--- config.mk ---
export PLATFORM = sky130hd
export DESIGN_NAME = decode_scoreboard
export DESIGN_NICKNAME = d
export VERILOG_FILES = /design/src/rtl/decode_scoreboard.sv
export SDC_FILE = /design/constraint.sdc
export NUM_CORES = 1
export LEC_CHECK = 0
export BUFFER_PORTS_ARGS = -buffer_cell sky130_fd_sc_hd__buf_2
export CORE_MARGIN = 2
export CORE_UTILIZATION = 45
export CTS_CLUSTER_SIZE = 30
export DETAILED_ROUTE_END_ITERATION = 8
export GPL_ROUTABILITY_DRIVEN = 0
export HOLD_SLACK_MARGIN = 0.12
export PLACE_DENSITY = 0.73
export SLEW_MARGIN = 5
export SYNTH_ARGS = -nofsm -noshare
export SYNTH_HDL_FRONTEND = slang
export SYNTH_SLANG_ARGS = --single-unit
--- constraint.sdc ---
create_clock -name clock -period 9.6 [get_ports clock]
set_input_delay 2.4 -clock clock [delete_from_list [all_inputs] [get_ports clock]]
set_output_delay 2.4 -clock clock [all_outputs]
set_load 0.02 [all_outputs]
--- src/rtl/decode_scoreboard.sv ---
// rtl/decode_scoreboard.sv - per-register pending-write scoreboard producing the decode RAW stall.
// Optional same-cycle writeback release is enabled by defining SCOREBOARD_WB_BYPASS_EN.
module decode_scoreboard #(
  parameter int NR_REGS = 32,
  parameter int CNT_W   = 2
) (
  input  logic       clock,
  input  logic       reset,
  input  logic [4:0] rs1_i,
  input  logic       rs1_ren_i,
  input  logic [4:0] rs2_i,
  input  logic       rs2_ren_i,
  input  logic [4:0] rd_i,
  input  logic       rd_wen_i,
  input  logic       issue_i,
  input  logic [4:0] wb_rd_i,
  input  logic       wb_wen_i,
  input  logic       flush_i,
  output logic       raw_o,
  output logic       full_o,
  output logic [5:0] inflight_o,
  output logic       err_o
);

  localparam logic [CNT_W-1:0] CNT_MAX = '1;
  localparam int               TOT_W   = 16;

  logic [CNT_W-1:0] cnt_q [1:NR_REGS-1];
  logic [CNT_W-1:0] cnt_d [1:NR_REGS-1];
  logic [TOT_W-1:0] inflight_q, inflight_d;
  logic             err_q, err_d;

  logic [CNT_W-1:0] rs1_cnt, rs2_cnt, rd_cnt, wb_cnt;
  logic             issue_ev, retire_ev, same_reg;
  logic             issue_ok, issue_err, retire_ok, retire_err;
  logic             rs1_haz, rs2_haz;

  // x0 is never matched by the loop, so its lookups stay at zero.
  always_comb begin
    rs1_cnt = '0;
    rs2_cnt = '0;
    rd_cnt  = '0;
    wb_cnt  = '0;
    for (int i = 1; i < NR_REGS; i++) begin
      if (rs1_i == 5'(i))   rs1_cnt = cnt_q[i];
      if (rs2_i == 5'(i))   rs2_cnt = cnt_q[i];
      if (rd_i == 5'(i))    rd_cnt  = cnt_q[i];
      if (wb_rd_i == 5'(i)) wb_cnt  = cnt_q[i];
    end
  end

  // A same-register issue/retire pair cancels out and is never an error.
  always_comb begin
    issue_ev   = issue_i && rd_wen_i && (rd_i != 5'd0);
    retire_ev  = wb_wen_i && (wb_rd_i != 5'd0);
    same_reg   = issue_ev && retire_ev && (rd_i == wb_rd_i);
    issue_ok   = issue_ev && !same_reg && (rd_cnt != CNT_MAX);
    issue_err  = issue_ev && !same_reg && (rd_cnt == CNT_MAX);
    retire_ok  = retire_ev && !same_reg && (wb_cnt != '0);
    retire_err = retire_ev && !same_reg && (wb_cnt == '0);
  end

  always_comb begin
    rs1_haz = rs1_ren_i && (rs1_cnt != '0);
    rs2_haz = rs2_ren_i && (rs2_cnt != '0);
`ifdef SCOREBOARD_WB_BYPASS_EN
    if (wb_wen_i && (wb_rd_i == rs1_i) && (rs1_cnt == CNT_W'(1))) rs1_haz = 1'b0;
    if (wb_wen_i && (wb_rd_i == rs2_i) && (rs2_cnt == CNT_W'(1))) rs2_haz = 1'b0;
`endif
    full_o = rd_wen_i && (rd_i != 5'd0) && (rd_cnt == CNT_MAX);
    raw_o  = rs1_haz || rs2_haz || full_o;
  end

  always_comb begin
    for (int i = 1; i < NR_REGS; i++) begin
      cnt_d[i] = cnt_q[i];
    end
    inflight_d = inflight_q;
    err_d      = err_q;
    if (flush_i) begin
      for (int i = 1; i < NR_REGS; i++) begin
        cnt_d[i] = '0;
      end
      inflight_d = '0;
    end else begin
      for (int i = 1; i < NR_REGS; i++) begin
        if (issue_ok && (rd_i == 5'(i)))     cnt_d[i] = cnt_q[i] + CNT_W'(1);
        if (retire_ok && (wb_rd_i == 5'(i))) cnt_d[i] = cnt_q[i] - CNT_W'(1);
      end
      case ({issue_ok, retire_ok})
        2'b10:   inflight_d = inflight_q + TOT_W'(1);
        2'b01:   inflight_d = inflight_q - TOT_W'(1);
        default: inflight_d = inflight_q;
      endcase
      if (issue_err || retire_err) err_d = 1'b1;
    end
  end

  always_ff @(posedge clock or posedge reset) begin
    if (reset) begin
      for (int i = 1; i < NR_REGS; i++) begin
        cnt_q[i] <= '0;
      end
      inflight_q <= '0;
      err_q      <= 1'b0;
    end else begin
      for (int i = 1; i < NR_REGS; i++) begin
        cnt_q[i] <= cnt_d[i];
      end
      inflight_q <= inflight_d;
      err_q      <= err_d;
    end
  end

  assign inflight_o = (inflight_q > TOT_W'(63)) ? 6'd63 : inflight_q[5:0];
  assign err_o      = err_q;

endmodule

---- Word-level counts from Yosys, hierarchy flattened ----
Index checks and enable logic that the tools add are counted.
storage, ports and cells
  register bits after elaboration ......... 79
  output and inout bits ................... 9
  logic and storage cells ................. 538
cells by class
  $add $sub $neg .......................... 64
  order comparisons ....................... 1
  eq/ne operators ......................... 129
  muxes and demuxes ....................... 190
  bitwise logic cells ..................... 1
  reduce and logical (&&, ||, !) cells .... 120
operators by type and width
  kind                     number
  $mux W2                  186
  $eq A5 B5 Y1 const B     64
  $eq A5 B4 Y1 const B     32
  $reduce_bool A3 Y1       32
  $eq A5 B3 Y1 const B     16
  $logic_and A1 B1 Y1      77
  $add A2 B1 Y2 const B    31
  $mux W62                 1
  $sub A2 B1 Y2 const B    31
  $eq A5 B2 Y1 const B     8
  $pmux W16 S2             1
  $eq A5 B1 Y1 const B     4
  $add A16 B1 Y16 const B  1
  $gt A16 B6 Y1 const B    1
  $mux W16                 1
  $sub A16 B1 Y16 const B  1
  $reduce_bool A5 Y1       2
  $mux W6                  1
  $reduce_bool A2 Y1       3
  $eq A5 B5 Y1             1
  $eq A2 B2 Y1 const B     2
  $logic_or A1 B1 Y1       3
  $eq A2 B1 Y1 const B     1
  $logic_not A2 Y1         1
  4 further kinds          4

---- Logic depth before layout (Yosys ltp) ----
  word-level depth ........................ 38
  depth in mapped cells ................... 20
  gate-level depth less buffers ........... 17

---- Worst setup path after synthesis ----
OpenSTA, ideal clock, no wires.
  path kind ............................... in2out
  start ................................... in rd_i[1]
  end ..................................... out raw_o
  arrival time ............................ 4.578 ns
  data required time ...................... 7.200 ns
  setup slack ............................. 2.622 ns
  stages on the path ...................... 10
  buffers on the path ..................... 1
  cells stage by stage .................... buf_2 > or3b_1 > a211oi_1 > a2111oi_0 > o41ai_1 > a21oi_1 > o21ai_0 > a21oi_1 > nor2b_1 > nand4bb_1
on the way
  cells in the longest elaborated chain, start to end .. 35
  elaborated cells between the ends (all ways) .. 67
RTL lines
  what                     line  source
  from (decl)              13    input logic [4:0] rd_i,
  $eq A5 B1 Y1             47    if (rd_i == 5'(i)) rd_cnt = cnt_q[i];
  $mux W2 (31 in series)   47
  $eq A2 B2 Y1             70    full_o = rd_wen_i && (rd_i != 5'd0) && (rd_cnt == CNT_MAX);
  $logic_and A1 B1 Y1 (*)  70
  via full_o               20    output logic full_o,
  $logic_or A1 B1 Y1 (*)   71    raw_o = rs1_haz || rs2_haz || full_o;
  to (decl)                19    output logic raw_o,
The timed path passes the listed nets; every way through them passes the cells marked *.

---- Worst setup path after layout ----
  start ................................... in rd_i[0]
  end ..................................... out raw_o
on the way
  cells in the longest elaborated chain, start to end .. 35
  elaborated cells between the ends (all ways) .. 67
RTL lines
  what                     line
  $eq A5 B1 Y1             47
  $mux W2 (31 in series)   47
  $eq A2 B2 Y1             70
  $logic_and A1 B1 Y1 (*)  70
  $logic_or A1 B1 Y1 (*)   71
Every way passes the cells marked *; elsewhere a longest branch is shown, timed or not.

==> results by stage <==
Die:
- The die covers 19900 um^2.
- The die extent in y is 141 um.
- The initial utilization of the core area, before any placement, comes to 45.5%.
- 37 I/O pins were placed.
- The die span in x is 141 um.
- The floorplan row count is 50.
- The floorplan step defined a core boundary enclosing 18600 um^2.

Power:
- The internal power is 657 uW.
- Per report_power, the clock group accounts for 35.9% of the total.
- The areal power density over the cells is 115 nW/um^2.
- The switching portion of total power is 35.0%.
- The share of total power in sequential cells is 35.4%.
- VDD sags by at most 0.000104 V.
- The total leakage power is 0.00337 uW.
- Summed over all nets, the switching power comes to 353 uW.
- The combinational power share is 28.6%.

Worst setup path:
- For the worst flop-to-flop path, the logic depth is 17.
- The startpoint class of the critical path is an input pin.
- The sum of buffers and inverters on the critical path is 2.
- The slowest cell on the critical path is buf_2.
- The path length in cells of the critical path is 11.
- The largest stage delay on the critical path is 0.73 ns.
- Data on the critical path is required at its endpoint by 7.20 ns.
- Traced cell by cell, the critical path runs through buf_2 -> nand2b_1 -> nor2_1 -> a2111oi_0 -> o41ai_1 -> a21oi_1 -> o21ai_0 -> a21oi_1 -> nor2b_1 -> nand4bb_1 -> buf_2.
- The data arrival at the endpoint of the critical path is 5.51 ns.
- The kind of cell with the highest combined delay along the critical path is compound AO/OA/AOI/OAI gates.
- The setup path with the least slack is of type input pin to primary output.
- The setup slack of the most critical reg-to-reg path is 5.34 ns.
- In this run the worst path has a maximum fanout of 58.
- The sort of element at the end of the critical path is a primary output.

Clock network:
- TritonCTS built the clock tree.
- The number of clock buffers added by TritonCTS is 9.
- The number of setup buffers added after CTS is 0.
- The clock-pin slew on the worst setup and hold paths is 0.05 ns.
- Post-CTS repair changed the size of 0 cells.
- The clock net in this run drives a total of 79 sinks.
- The clock tree synthesis step divided the H-tree into 3 levels.
- The clock tree buffer depth is 2.
- The clock latency on the worst-skew pair is 0.35 ns.
- CTS placed an instance of clkbuf_16 at the clock tree root.
- The number of hold buffers added after CTS was 0.

Flow run:
- The reported max-cap violation count is 0.

GRT:
- The number of antenna violations at the first check in global routing is 0.
- The largest net degree at the start of global routing is 80.
- The residual overflow from global routing is 0.
- The number of global-route vias before repair is 8298.
- The wire length of the first global-routing pass is 46200 um.
- The overall routing resource usage is 29.8%.

Logic synthesis:
- Counting flops with an async set or reset pin after synthesis yields a share of 100%.
- The synthesized netlist net count is 1144.
- The number of different library cells used by synthesis comes to 96.
- The total of warnings raised by yosys is 0.
- The count of mapped cells out of synthesis is 1113.
- The flip-flop and latch count after synthesis is 79.
- The mean cell area of the mapped netlist is 7.59 um^2.
- The most used flip-flop cell after synthesis is dfrtp_1.
- The sequential area share after synthesis is 23.4%.
- The count of flip-flops with a built-in enable after synthesis is 0.
- The cell area after synthesis is 8450 um^2.

Timing:
- The final hold violation count is 0.
- The worst path uses 82.4% of the clock period.
- Setup repair after global routing left no endpoint under its margin.
- The sum of negative setup slack is 0 ns.
- Across all setup checks in the final design, the least slack found is 1.69 ns.
- Between clock sinks in the finished design, the worst skew comes to 0.0127 ns.
- For the pin with the worst max-slew slack, the measured transition is 1.04 ns.
- The setup-violating endpoint count in the final report is 0.
- Hold is met by 0.512 ns.
- The final max-slew violation count is 0.
- The routed design could run at a clock period as short as 7.91 ns.
- The worst pin sits at a relative slew slack of 30.6%.
- For this run, the top clock speed supported by timing is 126 MHz.

Detailed routing:
- The violation count after the first detailed-routing iteration is 1623.
- The via count is 9125.
- After detailed routing, the average wire length per cell comes to 23.0 um.
- The residual DRC count is 0.
- The first TritonRoute pass finished after 7 iterations.
- The detail route stage leaves a number of antenna-violating nets equal to 0.
- The wire length after detailed routing is 29900 um.
- Dividing the detail-routed via count by the number of cells gives 7.00.

Hold path:
- The tightest min-delay check is of the register to register type.
- The number of stages on the worst hold path is 1.

Final layout:
- For this run, the number of standard cells in the final layout without fillers is 1303.
- Leaving out fill and tap cells, the most frequent cell in the layout is nor2_1.
- The repair_antennas step left the layout with diodes totalling 0.
- Leaving out fill and tap cells, the most frequent cells in the layout are nor2_1, dfrtp_1, a21oi_1.
- The number of nets at the end of the flow is 1095.
- The post-route core utilization is 47.4%.
- From synthesis to final layout, the design area changed by 4.14%.
- The fraction of layout instances using a drive strength above 1 is 10.3%.

Status:
- The run finished with clean final reports.

Placement:
- The detailed placement HPWL is 21200 um.
- The placed cell count is 1287.
- The number of buffers added on ports is 36.
- Timing analysis after detailed placement gives a worst setup slack of 1.85 ns.
-- power by group through the flow --
stage	sequential, uW	clock (uW)	combinational (uW)
final	358	363	289
after global routing	359	384	313
after CTS	357	368	284
after detailed placement	363	0	283
after global placement	363	0	279
after floorplan	356	0	225
-- cell usage after synthesis, types with 6 or more instances --
cell type / count / share of area, %
a2111oi_0: 8 / 0.83
a211oi_1: 14 / 1.2
a21o_1: 7 / 0.62
a21oi_1: 71 / 4.2
a221oi_1: 6 / 0.62
a2bb2oi_1: 18 / 1.9
a31oi_1: 21 / 1.6
a32o_1: 7 / 0.83
a32oi_1: 6 / 0.62
and2_1: 6 / 0.44
and3_1: 12 / 0.89
buf_2: 31 / 1.8
buf_4: 10 / 0.89
clkbuf_1: 54 / 2.4
dfrtp_1: 79 / 23
inv_1: 22 / 0.98
mux2_1: 28 / 3.7
mux2_2: 16 / 2.1
mux2i_1: 21 / 2.5
nand2_1: 56 / 2.5
nand2b_1: 36 / 2.7
nand3_1: 24 / 1.4
nand3b_1: 12 / 1.1
nor2_1: 150 / 6.7
nor2b_1: 57 / 4.2
nor3_1: 46 / 2.7
nor3b_1: 13 / 1.2
nor4_1: 9 / 0.67
o211ai_1: 14 / 1.2
o21a_1: 6 / 0.53
o21ai_0: 65 / 3.8
o21bai_1: 6 / 0.53
o22ai_1: 16 / 1.2
o31ai_1: 9 / 0.80
o32ai_1: 7 / 0.73
or2_2: 6 / 0.44
or3_1: 6 / 0.44
-- final cells by class --
cell class	count	area, um^2
clock buffers	11	253
inverters	25	95.1
clock inverters	5	63.8
multi-input cells	906	5890
flip-flops and latches	79	1980
fillers	1811	9780
repair buffers	43	235
well taps	234	293
-- final timing paths --
check                                      start                    endpoint
min                            err_o$_DFFE_PP0P_           err_o$_DFFE_PP0P_
min reg2reg                    err_o$_DFFE_PP0P_           err_o$_DFFE_PP0P_
max in group asynchronous                  reset       cnt_q[24]$_DFFE_PP0P_
max                                      rd_i[0]                       raw_o
max reg2reg                cnt_q[56]$_DFFE_PP0P_  inflight_q[14]$_DFFE_PP0P_
min in group asynchronous                  reset  inflight_q[15]$_DFFE_PP0P_
-- sequential cells by signal, summed over array words and instances, names as in the netlist --
register and cells:
inflight_q 16, err_o 1, cnt_q 62
-- per-layer routing --
layer	wire length (um)	GRT usage (%)
met4	2220	19.3
met1	11400	38.5
met3	4150	10.1
met2	12200	42.4
met5	0	0
-- stage by stage --
step	total power, uW	instance area (um^2)
6_report	1010	8800
5_1_grt	1060	8800
4_1_cts	1010	8800
3_5_place_dp	646	8490
3_3_place_gp	642	8490
2_1_floorplan	580	8450
-- kinds of logic (layout without fill, tap and decap cells) --
group,count (synthesis),count (layout),share of synthesized area (%)
and+or+nand+nor,470,470,29.1
AOI/OAI and AO/OA,356,356,30.2
buffers and inverters,128,84,7.03
DFF,79,79,23.4
muxes,67,67,8.88
xor gates and xnor gates,10,10,1.04
adders and majority gates,3,3,0.444
(Power assumes the default switching activity.)
